**src/rtl/ex_stage_pkg.sv**
```systemverilog
// Shared definitions for the execute stage: datapath widths, ALU operation
// encodings and branch condition selectors.
package ex_stage_pkg;

    localparam int unsigned DATA_W = 32;
    localparam int unsigned REG_W  = 6;

    typedef enum logic [2:0] {
        ALU_ADD   = 3'b000,
        ALU_SUB   = 3'b001,
        ALU_AND   = 3'b010,
        ALU_OR    = 3'b011,
        ALU_NEG   = 3'b100,
        ALU_PASSB = 3'b101,
        ALU_PCADD = 3'b110,
        ALU_PASSA = 3'b111
    } alu_op_e;

    localparam logic BTYPE_Z = 1'b0;
    localparam logic BTYPE_N = 1'b1;

endpackage

```
**src/rtl/ex_alu.sv**
```systemverilog
// Combinational ALU for the execute stage; all arithmetic wraps mod 2^32.
module ex_alu
    import ex_stage_pkg::*;
(
    input  logic [DATA_W-1:0] i_a,
    input  logic [DATA_W-1:0] i_b,
    input  logic [DATA_W-1:0] i_pc,
    input  alu_op_e           i_op,
    output logic [DATA_W-1:0] o_result
);

    always_comb begin
        o_result = '0;
        case (i_op)
            ALU_ADD:   o_result = i_a + i_b;
            ALU_SUB:   o_result = i_a - i_b;
            ALU_AND:   o_result = i_a & i_b;
            ALU_OR:    o_result = i_a | i_b;
            ALU_NEG:   o_result = '0 - i_a;
            ALU_PASSB: o_result = i_b;
            ALU_PCADD: o_result = i_pc + i_b;
            ALU_PASSA: o_result = i_a;
        endcase
    end

endmodule

```
**src/rtl/ex_stage.sv**
```systemverilog
// Execute stage: ALU, branch/jump resolution against registered Z/N flags,
// wrong-path squashing and the EX/MEM pipeline register.
module ex_stage
    import ex_stage_pkg::*;
#(
    parameter int unsigned SHADOW = 2
) (
    input  logic              clk,
    input  logic              rst,
    input  logic              in_valid,
    input  logic              in_ctrl_regwrt,
    input  logic              in_ctrl_branch,
    input  logic              in_ctrl_btype,
    input  logic              in_ctrl_jump,
    input  logic              in_ctrl_memtoreg,
    input  logic              in_ctrl_memrd,
    input  logic              in_ctrl_memwrt,
    input  logic [2:0]        in_ctrl_aluop,
    input  logic              in_ctrl_alusrc,
    input  logic [DATA_W-1:0] in_pc,
    input  logic [DATA_W-1:0] in_rs,
    input  logic [DATA_W-1:0] in_rt,
    input  logic [DATA_W-1:0] in_x,
    input  logic [REG_W-1:0]  in_rd,
    input  logic              in_stall,
    output logic              out_valid,
    output logic              out_ctrl_regwrt,
    output logic              out_ctrl_memtoreg,
    output logic              out_ctrl_memrd,
    output logic              out_ctrl_memwrt,
    output logic [DATA_W-1:0] out_alu,
    output logic [DATA_W-1:0] out_wdata,
    output logic [REG_W-1:0]  out_rd,
    output logic              out_redirect,
    output logic [DATA_W-1:0] out_redirect_pc
);

    localparam logic [2:0] SQ_LOAD = 3'(SHADOW);

    logic [DATA_W-1:0] w_b;
    logic [DATA_W-1:0] w_alu;
    logic              w_eff;
    logic              w_cond;
    logic              w_taken;
    logic              w_flag_upd;

    logic              r_valid;
    logic              r_regwrt;
    logic              r_memtoreg;
    logic              r_memrd;
    logic              r_memwrt;
    logic [DATA_W-1:0] r_alu;
    logic [DATA_W-1:0] r_wdata;
    logic [REG_W-1:0]  r_rd;
    logic              r_redirect;
    logic [DATA_W-1:0] r_redirect_pc;
    logic              r_z;
    logic              r_n;
    logic [2:0]        r_squash;

    assign w_b = in_ctrl_alusrc ? in_x : in_rt;

    ex_alu u_alu (
        .i_a      (in_rs),
        .i_b      (w_b),
        .i_pc     (in_pc),
        .i_op     (alu_op_e'(in_ctrl_aluop)),
        .o_result (w_alu)
    );

    // Only instructions outside the wrong-path shadow may redirect or touch flags.
    assign w_eff      = in_valid & (r_squash == '0);
    assign w_cond     = (in_ctrl_btype == BTYPE_N) ? r_n : r_z;
    assign w_taken    = w_eff & (in_ctrl_jump | (in_ctrl_branch & w_cond));
    assign w_flag_upd = w_eff & in_ctrl_regwrt & ~in_ctrl_memtoreg
                        & ~in_ctrl_branch & ~in_ctrl_jump;

    always_ff @(posedge clk or posedge rst) begin
        if (rst) begin
            r_valid       <= 1'b0;
            r_regwrt      <= 1'b0;
            r_memtoreg    <= 1'b0;
            r_memrd       <= 1'b0;
            r_memwrt      <= 1'b0;
            r_alu         <= '0;
            r_wdata       <= '0;
            r_rd          <= '0;
            r_redirect    <= 1'b0;
            r_redirect_pc <= '0;
            r_z           <= 1'b0;
            r_n           <= 1'b0;
            r_squash      <= '0;
        end else if (in_stall) begin
            r_redirect    <= 1'b0;
        end else begin
            r_valid    <= w_eff;
            r_regwrt   <= w_eff & in_ctrl_regwrt;
            r_memtoreg <= in_ctrl_memtoreg;
            r_memrd    <= w_eff & in_ctrl_memrd;
            r_memwrt   <= w_eff & in_ctrl_memwrt;
            r_alu      <= w_alu;
            r_wdata    <= in_rt;
            r_rd       <= in_rd;
            r_redirect <= w_taken;
            // Bubbles do not consume shadow slots; only real instructions do.
            if (w_taken) begin
                r_redirect_pc <= in_rs;
                r_squash      <= SQ_LOAD;
            end else if (in_valid && (r_squash != '0)) begin
                r_squash      <= r_squash - 3'd1;
            end
            if (w_flag_upd) begin
                r_z <= (w_alu == '0);
                r_n <= w_alu[DATA_W-1];
            end
        end
    end

    assign out_valid         = r_valid;
    assign out_ctrl_regwrt   = r_regwrt;
    assign out_ctrl_memtoreg = r_memtoreg;
    assign out_ctrl_memrd    = r_memrd;
    assign out_ctrl_memwrt   = r_memwrt;
    assign out_alu           = r_alu;
    assign out_wdata         = r_wdata;
    assign out_rd            = r_rd;
    assign out_redirect      = r_redirect;
    assign out_redirect_pc   = r_redirect_pc;

endmodule
```
**config.mk**
```make
export PLATFORM = sky130hd
export DESIGN_NAME = ex_stage
export DESIGN_NICKNAME = d
export VERILOG_FILES = /design/src/rtl/ex_stage_pkg.sv /design/src/rtl/ex_alu.sv /design/src/rtl/ex_stage.sv
export SDC_FILE = /design/constraint.sdc
export NUM_CORES = 1
export LEC_CHECK = 0
export CAP_MARGIN = 5
export CORE_ASPECT_RATIO = 1.5
export CORE_MARGIN = 2
export CORE_UTILIZATION = 36
export DETAILED_ROUTE_END_ITERATION = 8
export PLACE_DENSITY_LB_ADDON = 0.1
export SYNTH_ARGS = -nofsm -noshare
export SYNTH_HDL_FRONTEND = slang
export SYNTH_SLANG_ARGS = --single-unit
```
**constraint.sdc**
```tcl
create_clock -name clk -period 4.1 [get_ports clk]
set_input_delay 0.82 -clock clk [delete_from_list [all_inputs] [get_ports clk]]
set_output_delay 0.82 -clock clk [all_outputs]
set_load 0.03 [all_outputs]
```
==> flow_metrics.py <==
metrics = {
    "floorplanning": {
        "coreArea_um2": 32530,
        "die_x_um": 152.2,
        "ioPinCount": 257,
        "die_h_um": 226.3,
        "rows": 81,
        "start_util_pct": 36.46,
        "dieArea_um2": 34440,
    },
    "power_and_ir_drop": {
        "comb_power_share_pct": 56.7,
        "power.density_nw_per_um2": 354.7,
        "internal_power_uw": 4226,
        "netSwitchingPower_uw": 2894,
        "pwr-share-seq_pct": 21.7,
        "swShare_pct": 40.65,
        "ir_worst_vdd_mv": 0.2239,
        "power.leakage_uw": 0.009047,
        "clkPwrFrac_pct": 21.6,
    },
    "yosys": {
        "syn_avg_cell_area_um2": 8.582,
        "synth_common_cells": "138 x mux2_2, 130 x ha_1, 113 x dfrtp_1",
        "netlist.area_leader.share_pct": 23.84,
        "syn_inst": 1382,
        "syn_area_um2": 11860,
        "synthXorXnorAreaFrac_pct": 4.726,
        "synthMuxAreaShare_pct": 16.73,
        "synth-compound-area-share_pct": 20.40,
        "synth_cell_type_count": 72,
        "ys_ff_latch": 113,
        "synth_fp_nets": 1663,
        "synth_simple_gate_area_share_pct": 14.34,
        "ys_warn_count": 0,
        "synth_seq_area_share_pct": 23.84,
        "yosysMostFrequentCell": "mux2_2",
        "synth-async-reset-ratio_pct": 100.0,
        "synth_edf_count": 0,
        "synth_fa_ha_area_share_pct": 14.05,
        "yosysTopAreaCell": "dfrtp_1",
        "synth_top_family_by_area": "compound AO/OA/AOI/OAI gates",
        "yosys-top-cells-area": "dfrtp_1 24%, ha_1 14%, mux2_2 13%",
        "synth_ff_type": "dfrtp_1",
    },
    "cts": {
        "cts.sinks": 113,
        "h-tree-depth": 4,
        "cts_inserted_buffers": 17,
        "postCtsHoldBufs": 0,
        "clk_path_buf_depth": 2,
        "root_buffer": "clkbuf_16",
        "clk_pin_slew_ns": 0.06,
        "clk_latency_ns": 0.44,
        "cts_tree": "yes",
    },
    "worst_setup_path": {
        "reg2reg_depth": 10,
        "reg2reg_to": "r_z$_DFFE_PP0P_",
        "reg2reg_slack_ns": 1.37,
        "cp.arrival_ns": 4.55,
        "r2r-start": "r_squash[0]$_DFFE_PP0P_",
        "critPathKind": "primary input to flop",
        "start_kind": "primary input",
        "crit_start": "in_rs[4]",
        "cp.required_ns": 4.47,
        "crit_path_max_fanout": 8,
        "end_kind": "flop",
    },
    "final_layout": {
        "final_layout_size_suffix_gt1_share_pct": 38.54,
        "final-seq-area_um2": 2828,
        "num_antenna_cells": 0,
        "design_area_um2": 20070,
        "nets": 2349,
        "syn_to_final_growth_pct": 69.25,
        "multi_input_area_um2": 9358,
        "fill_cells": 2905,
        "fin_cells": 2496,
    },
    "timing": {
        "finalClockSkew_ns": 0.007430,
        "relSlewSlack_pct": 49.09,
        "grt_setup_unrepaired": "yes",
        "worst_slew_pin_slew_ns": 0.7636,
        "finalCritPeriodShare_pct": 102.1,
        "drv_slew": 0,
        "fin_ws_ns": -0.08454,
        "fmax_mhz": 239.0,
        "finalHoldWorstSlack_ns": 0.4786,
        "hold_viol_final": 0,
        "setup_viol": 3,
        "period_minus_slack_ns": 4.185,
    },
    "worst_hold_path": {
        "min-delay-start": "out_valid$_DFFE_PP0N_",
        "hold_path.class": "flop to flop",
        "min_to": "out_valid$_DFFE_PP0N_",
        "whs_path_depth": 1,
    },
    "grt": {
        "grt_pass1_wl_mm": 86.71,
        "grt_max_degree": 60,
        "grt_pass1_vias": 14340,
        "track_usage_pct": 33.97,
        "antenna_found_initial": 1,
        "grt.overflow.total": 0,
    },
    "place": {
        "place_hpwl_mm": 49.30,
        "place_inst": 2434,
        "dpl-instance-area_um2": 18330,
        "gp_congestion": 0.9958,
        "port_buffers": 256,
        "pre_cts_ws_ns": -1.368,
    },
    "routing": {
        "drcViolationCount": 0,
        "vias": 13820,
        "detail_route.vias_per_cell": 5.537,
        "wl_mm": 60.37,
        "first_pass_iters": 5,
        "drtAntennaViolNets": 0,
        "drt_iter0_drc": 681,
        "wire_per_inst_um": 24.19,
    },
    "run_status": {
        "status": "finished with violations",
        "violations": "setup timing",
    },
    "run": {
        "cap_viol_max_count": 0,
    },
}
power by group through the flow:
| stage | registers, µW | logic, µW | clock network [µW] |
|---|---|---|---|
| floorplan | 2100 | 1320 | 0 |
| global placement | 1550 | 3760 | 0 |
| detailed placement | 1570 | 3770 | 0 |
| CTS | 1550 | 3880 | 1570 |
| global route | 1580 | 4250 | 1610 |
| finish | 1540 | 4040 | 1540 |
critical path, cell delays in order:
cell and delay (ns):
clkdlybuf4s50_1 0.41, buf_4 0.19, or4_4 0.58, or4_4 0.47
or3_4 0.43, buf_4 0.16, nor4_1 0.29, xnor2_1 0.22
a21oi_1 0.19, o211ai_1 0.10, buf_4 0.17, nor4b_4 0.24
nand4b_1 0.14, o21ai_1 0.15
per-stage QoR:
stage	TNS [ns]	util [%]	total power (µW)
2_1_floorplan	-0.4245	-	3417
3_3_place_gp	-11.33	56.36	5314
5_1_grt	-0.3547	61.70	7439
6_report	-0.1443	61.70	7120
3_5_place_dp	-12.06	56.36	5333
4_1_cts	-0.2580	59.62	6994
state kept, by name (all words and copies together) (netlist names), 3 cells and up:
register,count
out_rd,6
out_wdata,32
r_squash,3
out_redirect_pc,32
out_alu,32
timing repair:
| item | 4_1_cts | 5_1_grt |
|---|---|---|
| buffers inserted | 14 | 16 |
| gates resized for setup | 77 | 116 |
| pin swaps | 11 | 52 |
| gates cloned | 1 | 0 |
| endpoints found under the setup margin | 11 | 11 |
final cells by class:
type	count	share of cell area [%]
clock buffer	18	2.138
inverter	107	2.038
clock inverter	14	0.7916
tap	415	2.587
multi-input combinational	1086	46.62
sequential	113	14.09
timing repair buffer	743	31.74
worst max-delay path by stage:
| stage | to | cells past startpoint |
|---|---|---|
| CTS | r_z$_DFFE_PP0P_ | 18 |
| detailed placement | r_z$_DFFE_PP0P_ | 19 |
| finish | r_z$_DFFE_PP0P_ | 14 |
| global route | r_z$_DFFE_PP0P_ | 20 |
| global placement | r_z$_DFFE_PP0P_ | 19 |
| floorplan | r_z$_DFFE_PP0P_ | 19 |
per-layer routing:
layer	GRT usage (%)	part of all wire [%]
met5	0	0.027
met4	31.47	11
met3	3.937	3.3
met2	64.78	54
met1	31.22	32
cells in the final DEF, fill, tap and decap left out, types with 7 or more instances in the layout:
master and instances:
a22oi_1 14, a21oi_1 77, xor2_1 17, nor4_1 15, o21ai_1 9, nor3_1 26
buf_12 7, clkdlybuf4s50_1 238, clkbuf_16 17, nand2_1 81, o31ai_1 12, nand4_1 21
a21oi_2 13, o211ai_1 16, buf_6 14, nand3_1 24, ha_1 99, nor2_1 86
inv_2 9, ha_4 25, nand2b_1 7, a21o_1 12, a221oi_1 9, dlymetal6s2s_1 8
dfrtp_1 113, o22ai_1 24, o221ai_1 9, mux2i_1 37, mux2_4 13, nor2b_1 12
inv_1 95, buf_4 469, a22o_1 17, mux2_2 125, o21a_1 8, xnor2_1 46
o21ai_0 62
kinds of logic (layout without fill, tap and decap cells):
family,count (synthesis),count (layout)
mux,181,181
simple gates,343,344
xor+xnor,64,64
fa+ha+maj,132,132
compound gates,365,365
buf+inv,184,882
flops,113,113
Note: power is estimated with default switching activity, not from simulation.
